### src/rtl/id_pkg.sv
// Shared decode-stage types: immediate classes, opcode constants and the buffered entry layout.
package id_pkg;

    typedef enum logic [2:0] {
        IT_NONE  = 3'd0,
        IT_I     = 3'd1,
        IT_S     = 3'd2,
        IT_B     = 3'd3,
        IT_J     = 3'd4,
        IT_JR    = 3'd5,
        IT_SHAMT = 3'd6
    } imm_type_t;

    localparam logic [6:0] OPC_LOAD   = 7'b0000011;
    localparam logic [6:0] OPC_OP_IMM = 7'b0010011;
    localparam logic [6:0] OPC_STORE  = 7'b0100011;
    localparam logic [6:0] OPC_BRANCH = 7'b1100011;
    localparam logic [6:0] OPC_JAL    = 7'b1101111;
    localparam logic [6:0] OPC_JALR   = 7'b1100111;
    localparam logic [6:0] OPC_LUI    = 7'b0110111;
    localparam logic [6:0] OPC_AUIPC  = 7'b0010111;
    localparam logic [6:0] OPC_OP     = 7'b0110011;
    localparam logic [6:0] OPC_SYSTEM = 7'b1110011;

    // funct3 of the right-shift-immediate group, whose immediate is a 5-bit shift amount
    localparam logic [2:0] F3_SHIFT_RIGHT = 3'b101;

    typedef struct packed {
        logic [31:0] inst;
        logic [31:0] pc;
        logic [31:0] imm;
        imm_type_t   itype;
        logic        illegal;
    } id_entry_t;

    function automatic logic opcode_known(input logic [6:0] opc);
        logic known;
        known = 1'b0;
        case (opc)
            OPC_LOAD, OPC_OP_IMM, OPC_STORE, OPC_BRANCH, OPC_JAL,
            OPC_JALR, OPC_LUI, OPC_AUIPC, OPC_OP, OPC_SYSTEM: known = 1'b1;
            default: known = 1'b0;
        endcase
        return known;
    endfunction

endpackage

### src/rtl/id_imm_decode.sv
// Combinational opcode classifier and sign-extended immediate extractor.
// Illegal-opcode flag is produced only when ID_ILLEGAL_DETECT_EN is defined.
module id_imm_decode
    import id_pkg::*;
(
    input  logic [31:0] i_inst,
    output logic [31:0] o_imm,
    output imm_type_t   o_itype,
    output logic        o_illegal
);

    always_comb begin
        o_imm   = 32'd0;
        o_itype = IT_NONE;
        case (i_inst[6:0])
            OPC_LOAD: begin
                o_itype = IT_I;
                o_imm   = {{20{i_inst[31]}}, i_inst[31:20]};
            end
            OPC_OP_IMM: begin
                if (i_inst[14:12] == F3_SHIFT_RIGHT) begin
                    o_itype = IT_SHAMT;
                    o_imm   = {27'd0, i_inst[24:20]};
                end else begin
                    o_itype = IT_I;
                    o_imm   = {{20{i_inst[31]}}, i_inst[31:20]};
                end
            end
            OPC_STORE: begin
                o_itype = IT_S;
                o_imm   = {{20{i_inst[31]}}, i_inst[31:25], i_inst[11:7]};
            end
            OPC_BRANCH: begin
                o_itype = IT_B;
                o_imm   = {{19{i_inst[31]}}, i_inst[31], i_inst[7],
                           i_inst[30:25], i_inst[11:8], 1'b0};
            end
            OPC_JAL: begin
                o_itype = IT_J;
                o_imm   = {{11{i_inst[31]}}, i_inst[31], i_inst[19:12],
                           i_inst[20], i_inst[30:21], 1'b0};
            end
            OPC_JALR: begin
                o_itype = IT_JR;
                o_imm   = {{20{i_inst[31]}}, i_inst[31:20]};
            end
            default: begin
                o_itype = IT_NONE;
                o_imm   = 32'd0;
            end
        endcase
    end

`ifdef ID_ILLEGAL_DETECT_EN
    assign o_illegal = !opcode_known(i_inst[6:0]);
`else
    assign o_illegal = 1'b0;
`endif

endmodule

### src/rtl/id_stage_ctrl.sv
// Decode stage: classifies incoming instructions and holds them in a 2-entry skid buffer
// (head + skid) with flush support. Optional illegal-opcode flag: ID_ILLEGAL_DETECT_EN.
module id_stage_ctrl
    import id_pkg::*;
(
    input  logic        clk,
    input  logic        reset,
    input  logic        flush,
    input  logic        in_valid,
    output logic        in_ready,
    input  logic [31:0] in_inst,
    input  logic [31:0] in_pc,
    output logic        out_valid,
    input  logic        out_ready,
    output logic [31:0] out_inst,
    output logic [31:0] out_pc,
    output logic [31:0] out_imm,
    output logic [2:0]  out_itype,
    output logic        out_illegal
);

    typedef enum logic [1:0] {
        ST_EMPTY = 2'd0,
        ST_ONE   = 2'd1,
        ST_FULL  = 2'd2
    } state_t;

    state_t      r_state;
    state_t      w_state_next;
    id_entry_t   r_head;
    id_entry_t   r_skid;
    id_entry_t   w_new;
    logic [31:0] w_imm;
    imm_type_t   w_itype;
    logic        w_illegal;
    logic        w_accept;
    logic        w_consume;
    logic        w_head_from_in;
    logic        w_head_from_skid;
    logic        w_skid_from_in;

    id_imm_decode u_imm_decode (
        .i_inst    (in_inst),
        .o_imm     (w_imm),
        .o_itype   (w_itype),
        .o_illegal (w_illegal)
    );

    assign w_new = '{inst: in_inst, pc: in_pc, imm: w_imm, itype: w_itype, illegal: w_illegal};

    // Handshake outputs depend only on registered state (and reset), never on the peer's valid/ready.
    assign in_ready  = (r_state != ST_FULL) && !reset;
    assign out_valid = (r_state != ST_EMPTY);
    assign w_accept  = in_valid && in_ready && !flush;
    assign w_consume = out_valid && out_ready && !flush;

    always_comb begin
        w_state_next     = r_state;
        w_head_from_in   = 1'b0;
        w_head_from_skid = 1'b0;
        w_skid_from_in   = 1'b0;
        if (flush) begin
            w_state_next = ST_EMPTY;
        end else begin
            case (r_state)
                ST_EMPTY: begin
                    if (w_accept) begin
                        w_head_from_in = 1'b1;
                        w_state_next   = ST_ONE;
                    end
                end
                ST_ONE: begin
                    if (w_accept && w_consume) begin
                        w_head_from_in = 1'b1;
                    end else if (w_accept) begin
                        w_skid_from_in = 1'b1;
                        w_state_next   = ST_FULL;
                    end else if (w_consume) begin
                        w_state_next = ST_EMPTY;
                    end
                end
                ST_FULL: begin
                    if (w_consume) begin
                        w_head_from_skid = 1'b1;
                        w_state_next     = ST_ONE;
                    end
                end
                default: w_state_next = ST_EMPTY;
            endcase
        end
    end

    always_ff @(posedge clk) begin
        if (reset) begin
            r_state <= ST_EMPTY;
            r_head  <= '0;
            r_skid  <= '0;
        end else begin
            r_state <= w_state_next;
            if (w_head_from_in) begin
                r_head <= w_new;
            end else if (w_head_from_skid) begin
                r_head <= r_skid;
            end
            if (w_skid_from_in) begin
                r_skid <= w_new;
            end
        end
    end

    assign out_inst    = r_head.inst;
    assign out_pc      = r_head.pc;
    assign out_imm     = r_head.imm;
    assign out_itype   = r_head.itype;
    assign out_illegal = r_head.illegal;

endmodule
### config.mk
export PLATFORM = sky130hd
export DESIGN_NAME = id_stage_ctrl
export DESIGN_NICKNAME = d
export VERILOG_FILES = /design/src/rtl/id_pkg.sv /design/src/rtl/id_imm_decode.sv /design/src/rtl/id_stage_ctrl.sv
export SDC_FILE = /design/constraint.sdc
export NUM_CORES = 1
export LEC_CHECK = 0
export BUFFER_PORTS_ARGS = -buffer_cell sky130_fd_sc_hd__buf_4
export CORE_AREA = 2 2 202 164
export CTS_CLUSTER_SIZE = 16
export DETAILED_ROUTE_END_ITERATION = 8
export DIE_AREA = 0 0 204 166
export SLEW_MARGIN = 20
export SYNTH_ARGS = -nofsm -noshare
export SYNTH_HDL_FRONTEND = slang
export SYNTH_HIERARCHICAL = 1
export SYNTH_SLANG_ARGS = --single-unit
### constraint.sdc
create_clock -name clk -period 4.92 [get_ports clk]
set_clock_uncertainty 0.2 [all_clocks]
set_input_delay 0.492 -clock clk [delete_from_list [all_inputs] [get_ports clk]]
set_output_delay 0.492 -clock clk [all_outputs]
set_load 0.05 [all_outputs]
# Word level (Yosys, flattened, before mapping)
# Cells that the tools add are included.
# W data, S select, Z words.
[classes]
eq_ne = 14
n_mux = 22
reduce_logical = 14
[op_table]
columns = ["op", "n"]
rows = [
  ["$mux W100", 2],
  ["$pmux W32 S5", 1],
  ["$mux W32", 1],
  ["$eq A7 B7 Y1 const B", 3],
  ["$pmux W3 S6", 1],
  ["$mux W2", 5],
  ["$mux W1", 9],
  ["$ne A2 B2 Y1 const B", 4],
  ["$eq A7 B2 Y1 const B", 1],
  ["$eq A7 B5 Y1 const B", 1],
  ["$eq A7 B6 Y1 const B", 1],
  ["$logic_and A1 B1 Y1", 6],
  ["$pmux W2 S3", 1],
  ["$reduce_and A4 Y1", 1],
  ["$reduce_bool A2 Y1", 2],
  ["$reduce_or A2 Y1", 2],
  ["$eq A3 B3 Y1 const B", 1],
  ["$mux W3", 1],
  ["$ne A3 B3 Y1 const B", 1],
  ["$eq A2 B1 Y1 const B", 1],
  ["$eq A2 B2 Y1 const B", 1],
  ["$logic_not A1 Y1", 2],
  ["$logic_not A2 Y1", 1],
  ["$pmux W1 S2", 1],
]
[totals]
reg_bits = 200
inputBits = 69
out_inout_bits = 102
word_cells = 59

# Longest topological paths before layout
[logic_depth]
depth_word = 9
depth_mapped = 6
mapped_depth_nobuf = 6

# Hierarchy
# Netlist, hierarchy kept.
[by_module_without_submodules]
columns = ["mod", "instances", "cells_each", "area_each_um2", "seq_area_each_um2"]
rows = [
  ["id_stage_ctrl", 1, 1044, 8993.6, 4043.9],
  ["id_imm_decode", 1, 63, 475.5, 0.0],
]

# Worst setup path before layout
# OpenSTA, ideal clock, no wires.
[synth_timing]
path_kind = "input port to output port"
from = "input port reset"
to = "output port in_ready"
t_arrival_ns = 1.713
t_required_ns = 4.228
setup_slack_ns = 2.515
path_stages = 4
n_path_buf = 3
path_cell_list = "clkbuf_1 -> clkbuf_1 -> clkbuf_1 -> nor2_1"
[synth_between]
elab_chain_cells = 2
[synth_rtl]
columns = ["element", "line", "source"]
rows = [
  ["start, declared", "id_stage_ctrl.sv:7", "input logic reset,"],
  ["$logic_not A1 Y1", "id_stage_ctrl.sv:52", "assign in_ready = (r_state != ST_FULL) && !reset;"],
  ["$logic_and A1 B1 Y1", "id_stage_ctrl.sv:52", ""],
  ["end, declared", "id_stage_ctrl.sv:10", "output logic in_ready,"],
]
# Every way passes these cells.

# Worst setup path after layout
[layout_timing]
from = "register r_state[1]"
to = "register r_head, in the netlist out_inst[27]"
[layout_between]
elab_chain_cells = 9
word_cells_on_any_way = 20
cone_classes = "eq/ne: 3; mux: 8; reduce/logical: 9"
[layout_rtl]
columns = ["element", "line", "source"]
rows = [
  ["start, declared", "id_stage_ctrl.sv:28", "state_t r_state;"],
  ["start signal, assigned", "id_stage_ctrl.sv:99", "r_state <= w_state_next;"],
  ["$ne A2 B2 Y1", "id_stage_ctrl.sv:52", ""],
  ["$logic_and A1 B1 Y1", "id_stage_ctrl.sv:52", ""],
  ["$logic_and A1 B1 Y1 (2 in a row)", "id_stage_ctrl.sv:54", "assign w_accept = in_valid && in_ready && !flush;"],
  ["$logic_and A1 B1 Y1", "id_stage_ctrl.sv:73", "if (w_accept && w_consume) begin"],
  ["$mux W1", "id_stage_ctrl.sv:73", ""],
  ["$pmux W1 S2", "id_stage_ctrl.sv:65", "case (r_state)"],
  ["$mux W1", "id_stage_ctrl.sv:62", "if (flush) begin"],
  ["$mux W100 or $reduce_bool A2 Y1 (tied branches)", "-", ""],
  ["end signal, assigned", "id_stage_ctrl.sv:101", "r_head <= w_new;"],
  ["end signal, assigned", "id_stage_ctrl.sv:103", "r_head <= r_skid;"],
  ["end, declared", "id_stage_ctrl.sv:30", "id_entry_t r_head;"],
]
# Parallel ways exist; a longest one is shown, timed or not.
# A chain may end at the register's enable or synchronous reset.

==> results.py <==
metrics = {
    "floorplan": {
        "start_util_pct": 29.6,
        "rows": 59,
        "die_w_um": 204,
        "coreArea_um2": 32000,
        "die_area_um2": 33900,
        "dieHeight_um": 166,
        "ios": 171,
    },
    "placed_design": {
        "port_buffers": 170,
        "place_area_um2": 10800,
        "hpwl_um": 17000,
        "gp_congestion": 0.796,
        "dpl.cell_count": 1587,
    },
    "setup_path": {
        "end_kind": "register",
        "critPathMaxFanout": 71,
        "worstPathRequired_ns": 5.13,
        "cp.arrival_ns": 3.05,
        "critPathMaxStageDelay_ns": 1.01,
        "startpoint_type": "register",
        "crit_chain": "and4bb_4, buf_4, nand2_1, a311oi_1",
        "cpMaxStageDelayCell": "and4bb_4",
        "path_class": "reg2reg",
    },
    "clocking": {
        "cts-root-buf": "clkbuf_16",
        "clockBufferDepth": 3,
        "clk_latency_ns": 0.51,
        "cts_tree": "yes",
        "cts_hold_buf": 0,
        "clock-sinks": 202,
        "cts_setup_buffers": 0,
        "numCtsBuffers": 24,
        "ctsResizeCount": 0,
        "htree_levels": 1,
        "clk_pin_slew_ns": 0.06,
    },
    "layout": {
        "seq_area_um2": 4040,
        "post_layout_nonfiller_instances": 1630,
        "multi_input_area_um2": 4700,
        "design_area_um2": 11500,
        "num_antenna_cells": 0,
        "layout_commonest_cell": "nand2_1",
        "layout-area-overhead-vs-synth_pct": 22.0,
        "fillers": 3266,
        "drive_gt1_share_pct": 28.6,
        "nNetsFinal": 1255,
        "final_cell_mix": "208 x nand2_1, 202 x dfxtp_1, 182 x buf_4, 102 x nand3_1, 102 x a21oi_1",
    },
    "sta": {
        "setup_violations": 0,
        "tightest_slew_ns": 1.10,
        "min_period_over_period_pct": 57.7,
        "setup_tns_ns": 0,
        "rsz0062_at_grt": "false",
        "slew_violations": 0,
        "holdWs_ns": 0.0364,
        "slew_headroom_pct": 26.4,
        "timing.final.crit_period_ns": 2.84,
        "max_clock_freq_ghz": 0.352,
        "hold_violations": 0,
    },
    "power": {
        "power_mw": 4.01,
        "powerDensity_nw_per_um2": 347,
        "ir_drop_v": 0.000215,
        "p_leak_nw": 4.19,
    },
    "status": {
        "outcome": "complete, no violations",
    },
    "drt": {
        "vias": 8526,
        "wl_per_cell_um": 17.6,
        "drt-total-wl_um": 28600,
        "antenna_left": 0,
        "drc_errors": 0,
        "viasPerCell": 5.23,
        "drt-initial-drc-count": 648,
        "first_pass_iters": 5,
    },
    "synth": {
        "synth_cells": 1107,
        "synthArstFlopShare_pct": 0,
        "ys.flop_type": "dfxtp_1",
        "synth_cell_type_count": 43,
        "synth-edff-count": 0,
        "synth_seq_cells": 202,
        "syn_nets": 1176,
        "yosys_warnings": 6,
        "synth_area_um2": 9470,
        "synth.avg_cell_area_um2": 8.55,
        "yosysSeqAreaShare_pct": 42.7,
    },
    "global_route": {
        "grt_pass1_wl_um": 45200,
        "grtUsageTotal_pct": 16.2,
        "grt_pass1_vias": 7997,
        "overflow": 0,
        "grt_max_degree": 135,
        "antenna_found_initial": 0,
    },
    "worst_hold_path": {
        "hold_path_class": "in2reg",
    },
    "flow_run": {
        "cap_violations": 0,
    },
}
## worst paths after layout
path | from | endpoint | slack (ns) | cells after the start
worst min-delay path | flush | r_state[1]$_SDFFE_PP0P_ | 0.04 | 2
worst max-delay path | r_state[1]$_SDFFE_PP0P_ | out_inst[27]$_SDFFE_PP0P_ | 2.08 | 4
worst max register to register | r_state[1]$_SDFFE_PP0P_ | out_inst[27]$_SDFFE_PP0P_ | 2.08 | 4
worst min register to register | r_skid[44]$_SDFFE_PP0P_ | out_pc[8]$_SDFFE_PP0P_ | 0.28 | 2
## flip-flops by register name, indices dropped and copies added (netlist names)
name,cells
r_skid,100
out_inst,32
out_illegal,1
out_pc,32
out_itype,3
r_state,2
out_imm,32
## synth_stat cells (all sizes together), types with 2 or more instances
| library cell | number | share of area, % |
|---|---|---|
| a21o | 8 | 0.63 |
| a21oi | 104 | 5.6 |
| a22o | 4 | 0.37 |
| a311oi | 100 | 9.2 |
| and2 | 6 | 0.40 |
| buf | 81 | 6.0 |
| clkbuf | 53 | 2.1 |
| dfxtp | 202 | 43 |
| inv | 3 | 0.12 |
| mux2i | 2 | 0.21 |
| nand2 | 209 | 8.3 |
| nand2b | 3 | 0.28 |
| nand3 | 102 | 5.4 |
| nand4b | 2 | 0.25 |
| nand4bb | 2 | 0.41 |
| nor2 | 5 | 0.22 |
| nor2b | 3 | 0.20 |
| nor3 | 100 | 11 |
| nor4 | 2 | 0.13 |
| o21ai | 102 | 5.4 |
## kinds of logic (layout without fill, tap and decap cells)
family / after synthesis / count (layout) / share of synthesized area, %
other: 1 / 1 / 0.0396
buffers and inverters: 137 / 233 / 8.21
DFF: 202 / 202 / 42.7
muxes: 2 / 2 / 0.211
AOI/OAI and AO/OA: 322 / 322 / 21.7
and+or+nand+nor: 443 / 443 / 27.2
## power by group
group	internal (mW)	switching, mW
combinational	0.150	0.355
sequential	1.68	0.0283
clock	1.07	0.723
total	2.90	1.11
## area by class of cell
| class | count | share of cell area, % |
|---|---|---|
| clock buffer | 35 | 6.26 |
| inverter | 3 | 0.0975 |
| sequential | 202 | 35.0 |
| timing repair buffer | 187 | 12.6 |
| tap | 427 | 4.63 |
| multi-input combinational | 768 | 40.7 |
| clock inverter | 8 | 0.650 |
## per-stage QoR
step           util [%]  worst slack, ns
2_1_floorplan         -             2.52
3_3_place_gp       33.6             1.70
3_5_place_dp       33.6             1.71
4_1_cts            36.0             2.04
5_1_grt            36.0             1.92
6_report           36.0             2.08
## metal layers
metal	part of all wire, %	wire length, um	global-route usage, %
met1	49	13900	23.7
met2	44	12700	25.2
met3	5.6	1600	2.59
met4	1.5	438	2.74
met5	0	0	0
## worst max-delay path, delay by kind of cell, from the launching register on
| kind | cells | cell delay [ns] |
|---|---|---|
| simple gates | 2 | 1.13 |
| flops | 1 | 0.59 |
| buf+inv | 1 | 0.50 |
| compound gates | 1 | 0.30 |
Note: power is estimated with default switching activity, not from simulation.
